<file path="config.mk">
export PLATFORM = sky130hd
export DESIGN_NAME = serv_wb_arbiter
export DESIGN_NICKNAME = d
export VERILOG_FILES = /design/src/rtl/serv_wb_arbiter.sv
export SDC_FILE = /design/constraint.sdc
export NUM_CORES = 1
export LEC_CHECK = 0
export BUFFER_PORTS_ARGS = -buffer_cell sky130_fd_sc_hd__buf_2
export CORE_MARGIN = 2
export CORE_UTILIZATION = 46
export CTS_BUF_LIST = sky130_fd_sc_hd__clkbuf_8
export DETAILED_ROUTE_END_ITERATION = 16
export GPL_TIMING_DRIVEN = 0
export PLACE_DENSITY = 0.82
export SYNTH_ARGS = -nofsm -noshare
export SYNTH_HDL_FRONTEND = slang
export SYNTH_SLANG_ARGS = --single-unit
</file>
<file path="constraint.sdc">
create_clock -name clk -period 2.94 [get_ports clk]
set_input_delay 0.294 -clock clk [delete_from_list [all_inputs] [get_ports clk]]
set_output_delay 0.294 -clock clk [all_outputs]
set_load 0.01 [all_outputs]
</file>
<file path="src/rtl/serv_wb_arbiter.sv">
// Round-robin Wishbone-classic arbiter sharing one slave port between SERV's ibus and dbus.
// Optional slave watchdog enabled by defining SERV_WB_ARBITER_TIMEOUT_EN.
module serv_wb_arbiter #(
    parameter int unsigned TIMEOUT_W = 8
) (
    input  logic        clk,
    input  logic        i_rst,
    input  logic [31:0] i_ibus_adr,
    input  logic        i_ibus_cyc,
    output logic [31:0] o_ibus_rdt,
    output logic        o_ibus_ack,
    input  logic [31:0] i_dbus_adr,
    input  logic [31:0] i_dbus_dat,
    input  logic [3:0]  i_dbus_sel,
    input  logic        i_dbus_we,
    input  logic        i_dbus_cyc,
    output logic [31:0] o_dbus_rdt,
    output logic        o_dbus_ack,
    output logic [31:0] o_wb_adr,
    output logic [31:0] o_wb_dat,
    output logic [3:0]  o_wb_sel,
    output logic        o_wb_we,
    output logic        o_wb_cyc,
    input  logic [31:0] i_wb_rdt,
    input  logic        i_wb_ack,
    output logic        o_timeout
);

    localparam int unsigned DW = 32;
    localparam int unsigned SW = 4;

    if (TIMEOUT_W < 1) begin : g_bad_timeout_w
        $error("TIMEOUT_W must be at least 1");
    end

    typedef enum logic [1:0] {
        IDLE  = 2'd0,
        GNT_I = 2'd1,
        GNT_D = 2'd2,
        DONE  = 2'd3
    } state_t;

    state_t state;
    state_t state_nxt;

    logic          last_grant;
    logic          last_grant_nxt;
    logic          in_gnt;
    logic          to_hit;
    logic [DW-1:0] done_rdt;

    logic [DW-1:0] wb_adr_nxt;
    logic [DW-1:0] wb_dat_nxt;
    logic [SW-1:0] wb_sel_nxt;
    logic          wb_we_nxt;
    logic          wb_cyc_nxt;
    logic          ibus_ack_nxt;
    logic [DW-1:0] ibus_rdt_nxt;
    logic          dbus_ack_nxt;
    logic [DW-1:0] dbus_rdt_nxt;

    assign in_gnt   = (state == GNT_I) || (state == GNT_D);
    // A watchdog completion returns all-ones; a real ack always wins.
    assign done_rdt = i_wb_ack ? i_wb_rdt : {DW{1'b1}};

`ifdef SERV_WB_ARBITER_TIMEOUT_EN
    localparam logic [TIMEOUT_W-1:0] CNT_ALL = '1;

    logic [TIMEOUT_W-1:0] cnt;
    logic [TIMEOUT_W-1:0] cnt_inc;

    assign cnt_inc = cnt + TIMEOUT_W'(1);
    // Fires on the edge that ends the (2^W-1)th cycle of a grant.
    assign to_hit  = (cnt_inc == CNT_ALL);

    always_ff @(posedge clk) begin
        if (i_rst || !in_gnt) begin
            cnt <= '0;
        end else begin
            cnt <= cnt_inc;
        end
    end

    always_ff @(posedge clk) begin
        if (i_rst) begin
            o_timeout <= 1'b0;
        end else begin
            o_timeout <= in_gnt && to_hit && !i_wb_ack;
        end
    end
`else
    assign to_hit    = 1'b0;
    assign o_timeout = 1'b0;
`endif

    // State register
    always_ff @(posedge clk) begin
        if (i_rst) begin
            state <= IDLE;
        end else begin
            state <= state_nxt;
        end
    end

    // Next-state logic
    always_comb begin
        state_nxt = state;
        case (state)
            IDLE: begin
                if (i_ibus_cyc && (!i_dbus_cyc || last_grant)) begin
                    state_nxt = GNT_I;
                end else if (i_dbus_cyc) begin
                    state_nxt = GNT_D;
                end
            end
            GNT_I: begin
                if (i_wb_ack || to_hit) begin
                    state_nxt = DONE;
                end else if (!i_ibus_cyc) begin
                    state_nxt = IDLE;
                end
            end
            GNT_D: begin
                if (i_wb_ack || to_hit) begin
                    state_nxt = DONE;
                end else if (!i_dbus_cyc) begin
                    state_nxt = IDLE;
                end
            end
            default: state_nxt = IDLE;
        endcase
    end

    // Output next-values: latch request on grant, pulse ack on completion
    always_comb begin
        wb_adr_nxt     = o_wb_adr;
        wb_dat_nxt     = o_wb_dat;
        wb_sel_nxt     = o_wb_sel;
        wb_we_nxt      = o_wb_we;
        wb_cyc_nxt     = o_wb_cyc;
        ibus_ack_nxt   = 1'b0;
        ibus_rdt_nxt   = '0;
        dbus_ack_nxt   = 1'b0;
        dbus_rdt_nxt   = '0;
        last_grant_nxt = last_grant;
        case (state)
            IDLE: begin
                if (state_nxt == GNT_I) begin
                    wb_adr_nxt     = i_ibus_adr;
                    wb_dat_nxt     = '0;
                    wb_sel_nxt     = {SW{1'b1}};
                    wb_we_nxt      = 1'b0;
                    wb_cyc_nxt     = 1'b1;
                    last_grant_nxt = 1'b0;
                end else if (state_nxt == GNT_D) begin
                    wb_adr_nxt     = i_dbus_adr;
                    wb_dat_nxt     = i_dbus_dat;
                    wb_sel_nxt     = i_dbus_sel;
                    wb_we_nxt      = i_dbus_we;
                    wb_cyc_nxt     = 1'b1;
                    last_grant_nxt = 1'b1;
                end
            end
            GNT_I, GNT_D: begin
                if (state_nxt == DONE) begin
                    wb_cyc_nxt = 1'b0;
                    if (state == GNT_I) begin
                        ibus_ack_nxt = 1'b1;
                        ibus_rdt_nxt = done_rdt;
                    end else begin
                        dbus_ack_nxt = 1'b1;
                        dbus_rdt_nxt = done_rdt;
                    end
                end else if (state_nxt == IDLE) begin
                    wb_cyc_nxt = 1'b0;
                end
            end
            default: ;
        endcase
    end

    // Output and arbitration-history registers
    always_ff @(posedge clk) begin
        if (i_rst) begin
            o_wb_adr   <= '0;
            o_wb_dat   <= '0;
            o_wb_sel   <= '0;
            o_wb_we    <= 1'b0;
            o_wb_cyc   <= 1'b0;
            o_ibus_ack <= 1'b0;
            o_ibus_rdt <= '0;
            o_dbus_ack <= 1'b0;
            o_dbus_rdt <= '0;
            last_grant <= 1'b1;
        end else begin
            o_wb_adr   <= wb_adr_nxt;
            o_wb_dat   <= wb_dat_nxt;
            o_wb_sel   <= wb_sel_nxt;
            o_wb_we    <= wb_we_nxt;
            o_wb_cyc   <= wb_cyc_nxt;
            o_ibus_ack <= ibus_ack_nxt;
            o_ibus_rdt <= ibus_rdt_nxt;
            o_dbus_ack <= dbus_ack_nxt;
            o_dbus_rdt <= dbus_rdt_nxt;
            last_grant <= last_grant_nxt;
        end
    end

endmodule

</file>
Yosys cells after proc, flatten, opt, wreduce, memory -nomap -nowiden:

Index checks and enable logic that the tools add are counted.

* bits in read-only memories: 0
* latch bits: 0
* RAM bits: 0
* bits in registers: 139
* memories kept: 0

* $add $sub $neg: 0
* equality and inequality tests: 7
* divide/modulo/power cells: 0
* shifts and indexed selects: 0
* bitwise logic cells: 3
* $lt $le $gt $ge: 0
* multiplexer cells: 24
* reductions and logical operators: 13
* multiply operators: 0

Operator list (number)
* $mux 32: 5
* $mux 2: 6
* $mux 1: 9
* $mux 4: 2
* $reduce_or 4->1: 2
* $eq 2x2->1 const B: 3
* $ne 3x3->1 const B: 2
* $pmux 2 s3: 1
* $eq 2x1->1 const B: 2
* $logic_not 2->1: 2
* $reduce_bool 2->1: 2
* $not 1->1: 3
* $reduce_and 3->1: 1
* $reduce_or 3->1: 1
* $pmux 1 s2: 1
* $reduce_and 2->1: 1
* $reduce_or 2->1: 1
* $logic_and 1x1->1: 1
* $logic_not 1->1: 1
* $logic_or 1x1->1: 1

Longest topological paths before layout:

* word-level depth: 9
* mapped depth: 11
* depth with buffers taken out: 9

Least setup slack after synthesis:

Ideal clock, no wire load.

* path kind: flip-flop to flip-flop
* from: register state[0]
* to: register o_wb_adr[25]
* data required time: 2.800 ns
* path buffers: 2
* clock period less this slack: 2.180 ns
* arrival: 2.040 ns
* stages on the path, launching flop included: 11
* path slack: 0.760 ns
* path through: dfxtp_1 inv_1 ha_1 o21ai_0 a21o_1 a31o_1 ha_1 and2b_1 buf_6 buf_2 a211oi_2

* longest elaborated chain between the ends: 6
* elaborated cells between the ends (all ways): 15
* those cells by class: 4 x eq/ne; 8 x mux; 3 x reduce/logical

Ends and longest elaborated chain
* start, declared: RTL line 43 `state_t state;`
* start signal, assigned: RTL line 101 `state <= state_nxt;`
* $mux 2, on equally long branches: RTL line 126, 112, 119
* $mux 2, on equally long branches: RTL line 124, 110, 117
* $pmux 2 s3: RTL line 108 `case (state)`
* $eq 2x1->1 / $eq 2x2->1 (equally long branches): RTL line 148, 155
* $reduce_bool 2->1 (no source line)
* $reduce_and 2->1 (no source line)
* end signal, assigned: RTL line 196 `o_wb_adr <= wb_adr_nxt;`
* end, declared: RTL line 19 `output logic [31:0] o_wb_adr,`

Parallel ways exist; a longest one is shown, timed or not.
A chain may end at the register's enable or synchronous reset.

Worst setup path in the final report:

* from: register state[1]
* to: register o_wb_adr[25]

Same word-level chain as after synthesis.

==> results.md <==
- DRC violations left: 0
- Slew headroom: 0.540
- Setup crit end kind: register
- Clk_skew: ~7.7 ps
- Fin area: between 7000 and 8000 um2
- HPWL after DPL: around 11 mm
- Mapped cell area: 5050 um2
- Reg clk slew, reported paths: 80 ps
- Period utilization: 0.851
- Synthesized Nets: between 600 and 700
- Worst slew pin tran: between 600 and 700 ps
- Total gr overflow: 0
- Fillers: 910
- Post-synth EDFFs: 0
- Die Y-Extent: 109 um
- Crit path time final: 2500 ps
- Wire length per cell: between 10 and 15 um
- Cells after Synth: about 520
- CP max stage cell: dfxtp_1
- Core area: between 10000 and 15000 um2
- GRT Overall Usage: 0.237
- Port bufs: about 270
- Synth Area in Compound Gates: 0.112
- Hold Fails Final Rpt: 0
- Hold_sp: i_wb_rdt[4]
- Critical Path RT: about 3200 ps
- Seq/Total Area, Yosys: 0.551
- Starting Density: 0.468
- Max Cap Viol: 0
- Cell Pwr Density: a little under 1000 nW/um2
- Cell depth of the worst setup path: 10
- DP Area: about 6600 um2
- Initial DRC Count: 243
- Critical Path End: o_wb_adr[25]
- Reg2reg start: state[1]
- Post-CTS Setup Bufs: 0
- Die area: around 12000 um2
- XOR/XNOR Fraction of Synth Area: 0
- Leakage: around 3.5 nW
- Clock root buffer: clkbuf_8
- First-pass GRT wire length: between 20 and 25 mm
- Area growth, synth to finish: 39.1%
- Fin nets: 960
- Post-Synth Simple-Gate Area: 0.211
- Critical Path Source: state[1]
- Most used flip-flop cell after synthesis: dfxtp_1
- Routability cong.: 0.799
- Critical path class: reg -> reg
- CP startpoint kind: register
- Total Power: ~6.8 mW
- Worst path max stage delay: approximately 360 ps
- Reg2Reg Capture Point: o_wb_adr[25]
- RSZ-0062 raised after global routing: no
- Maximum VDD drop: between 0.5 and 0.6 mV
- Ports: roughly 280
- Path category of the worst min-delay check: in -> reg
- Final setup viols: 0
- Status: finished, final reports clean
- Min Hold Slack: a little over 70 ps
- Crit path max fanout: 10
- YS warnings: 0
- H-tree levels: 4
- Diode count: 0
- CP dominant cell by count: ha_1
- Final TNS setup: 0 ps
- Vias: 4656
- Antenna viol nets, final: 0
- CP top delay family: compound AO/OA/AOI/OAI gates
- Width of the die: roughly 110 um
- Via density: roughly 4.8
- Post-Place Cells: between 900 and 1000
- CTS resizes: 0
- Reg2Reg Depth: 10
- Async SR Flop Fraction: 0
- Fin. max-slew vios: 0
- Main combinational cell family by area after synthesis: simple AND/OR/NAND/NOR gates
- Routed WL: between 10 and 15 mm
- Distinct cells, synth: 31
- CP bufs+invs: 3
- Max Clock Freq: 400 MHz
- CTS sink count: about 140
- CTS tree: done
- Final non-filler cell total: slightly below 1000
- Syn_area_per_cell: about 9.6 um2
- Total CTS buffers: 17
- Adder-cell share of the synthesized area: 0.0174
- Synthesized flop and latch total: 139
- Reg2Reg Setup Slack: between 400 and 500 ps
- Largest net degree at the start of global routing: 17
- Post-synthesis mux area share: 0.0635
- Layout cells sized above 1: 0.412
- Critical Path AT: 2800 ps
- Worst-path cell chain: inv_1, ha_1, o21ai_0, a21o_1, a31o_1, ha_1, and2b_1, buf_6, buf_2, a211oi_2
- Maximum buffer depth of the clock tree: 2
- Initial antenna violation count: 0
- Hold-fix buffers at CTS: 0
- Core Rows: 38
- Clock Latency Late Sink: about 440 ps
- Vias in the first global route: 4418
- Iteration count of the initial detailed-routing pass: 4
[registers in the layout, summed over array words and instances, names as in the netlist]
register	cells
o_dbus_rdt	32
o_ibus_rdt	32
o_wb_adr	32
o_wb_dat	32
o_wb_sel	4
state	2
last_grant	1
o_dbus_ack	1
o_ibus_ack	1
o_wb_cyc	1
o_wb_we	1
[through the flow]
step	utilization	setup WS, ps
global placement	0.610	384
global route	0.650	218
floorplan	-	760
CTS	0.650	417
detailed placement	0.610	406
finish	0.650	437
[cell families after synthesis]
family          count (synthesis)
compound gates                 81
simple gates                  220
buf+inv                        44
other cells                     1
flops                         139
fa+ha+maj                       7
mux                            32
[layer usage]
metal	up-vias	part of all wire	global-route usage
met5	-	0	0
met4	0	0.024	0.108
met3	28	0.053	0.0669
met2	154	0.50	0.398
met1	2136	0.42	0.281
li1	2338	-	-
[cell usage in the layout, fill, tap and decap left out]
cell,netlist,routed
a211o_1,1,1
a211oi_1,22,22
a211oi_2,10,10
a21o_1,1,1
a21oi_1,34,34
a22o_1,2,2
a31o_1,1,1
a31oi_1,4,4
and2b_1,1,1
and3_1,1,1
buf_2,16,288
buf_4,9,9
buf_6,1,1
bufinv_16,0,4
clkbuf_1,15,15
clkbuf_8,0,19
clkinv_2,0,5
clkinvlp_4,0,2
conb_1,1,1
dfxtp_1,139,139
ha_1,7,7
inv_1,3,4
inv_6,0,1
mux2i_1,32,32
nand2_1,37,37
nand2b_1,2,2
nand3_1,1,1
nand3b_1,33,33
nor2_1,102,102
nor2b_1,33,33
nor2b_2,1,1
nor3_1,8,8
o211ai_1,1,1
o21ai_0,4,4
o21bai_1,1,1
or2_2,1,1
[worst min-delay path by stage]
stage                     slack (ps)              to  depth (start not counted)
final                             70   o_dbus_rdt[4]                          3
after global routing              50   o_dbus_rdt[6]                          3
after CTS                         40   o_dbus_rdt[6]                          3
after detailed placement         440    o_wb_dat[16]                          2
after global placement           430    o_wb_dat[31]                          2
after floorplan                  420  o_dbus_rdt[16]                          2
[worst reg2reg max path, stage by stage, from the launching register on]
cell and delay, ps:
dfxtp_1 360, inv_1 110, ha_1 240, o21ai_0 110, a21o_1 190, a31o_1 210
ha_1 320, and2b_1 260, buf_6 160, buf_2 300, a211oi_2 110
[cells in the mapped netlist (2+ instances only)]
| cell type | n | area, um2 |
|---|---|---|
| o21ai_0 | 4 | 20.0 |
| dfxtp_1 | 139 | 2780 |
| buf_2 | 16 | 80.1 |
| nand3b_1 | 33 | 248 |
| nand2b_1 | 2 | 12.5 |
| a31oi_1 | 4 | 25.0 |
| a21oi_1 | 34 | 170 |
| inv_1 | 3 | 11.3 |
| a211oi_1 | 22 | 165 |
| ha_1 | 7 | 87.6 |
| a22o_1 | 2 | 17.5 |
| nor2_1 | 102 | 383 |
| nor2b_1 | 33 | 206 |
| nand2_1 | 37 | 139 |
| clkbuf_1 | 15 | 56.3 |
| nor3_1 | 8 | 40.0 |
| a211oi_2 | 10 | 125 |
| buf_4 | 9 | 67.6 |
| mux2i_1 | 32 | 320 |
[cell type report]
type	instances	area (um2)	area share
Clock buffer	19	262	0.0373
Tap cell	140	175	0.0250
Clock inverter	13	173	0.0246
Timing Repair Buffer	272	1360	0.194
Buffer	41	215	0.0307
Sequential cell	139	2780	0.397
Multi-Input combinational cell	341	2040	0.290
Inverter	3	11.3	0.00160
[power by group]
part | switching, mW | internal, mW
Clock | 0.720 | 0.961
Sequential | 0.168 | 2.25
Combinational | 1.60 | 1.15
Total | 2.49 | 4.36
(Power assumes the default switching activity.)
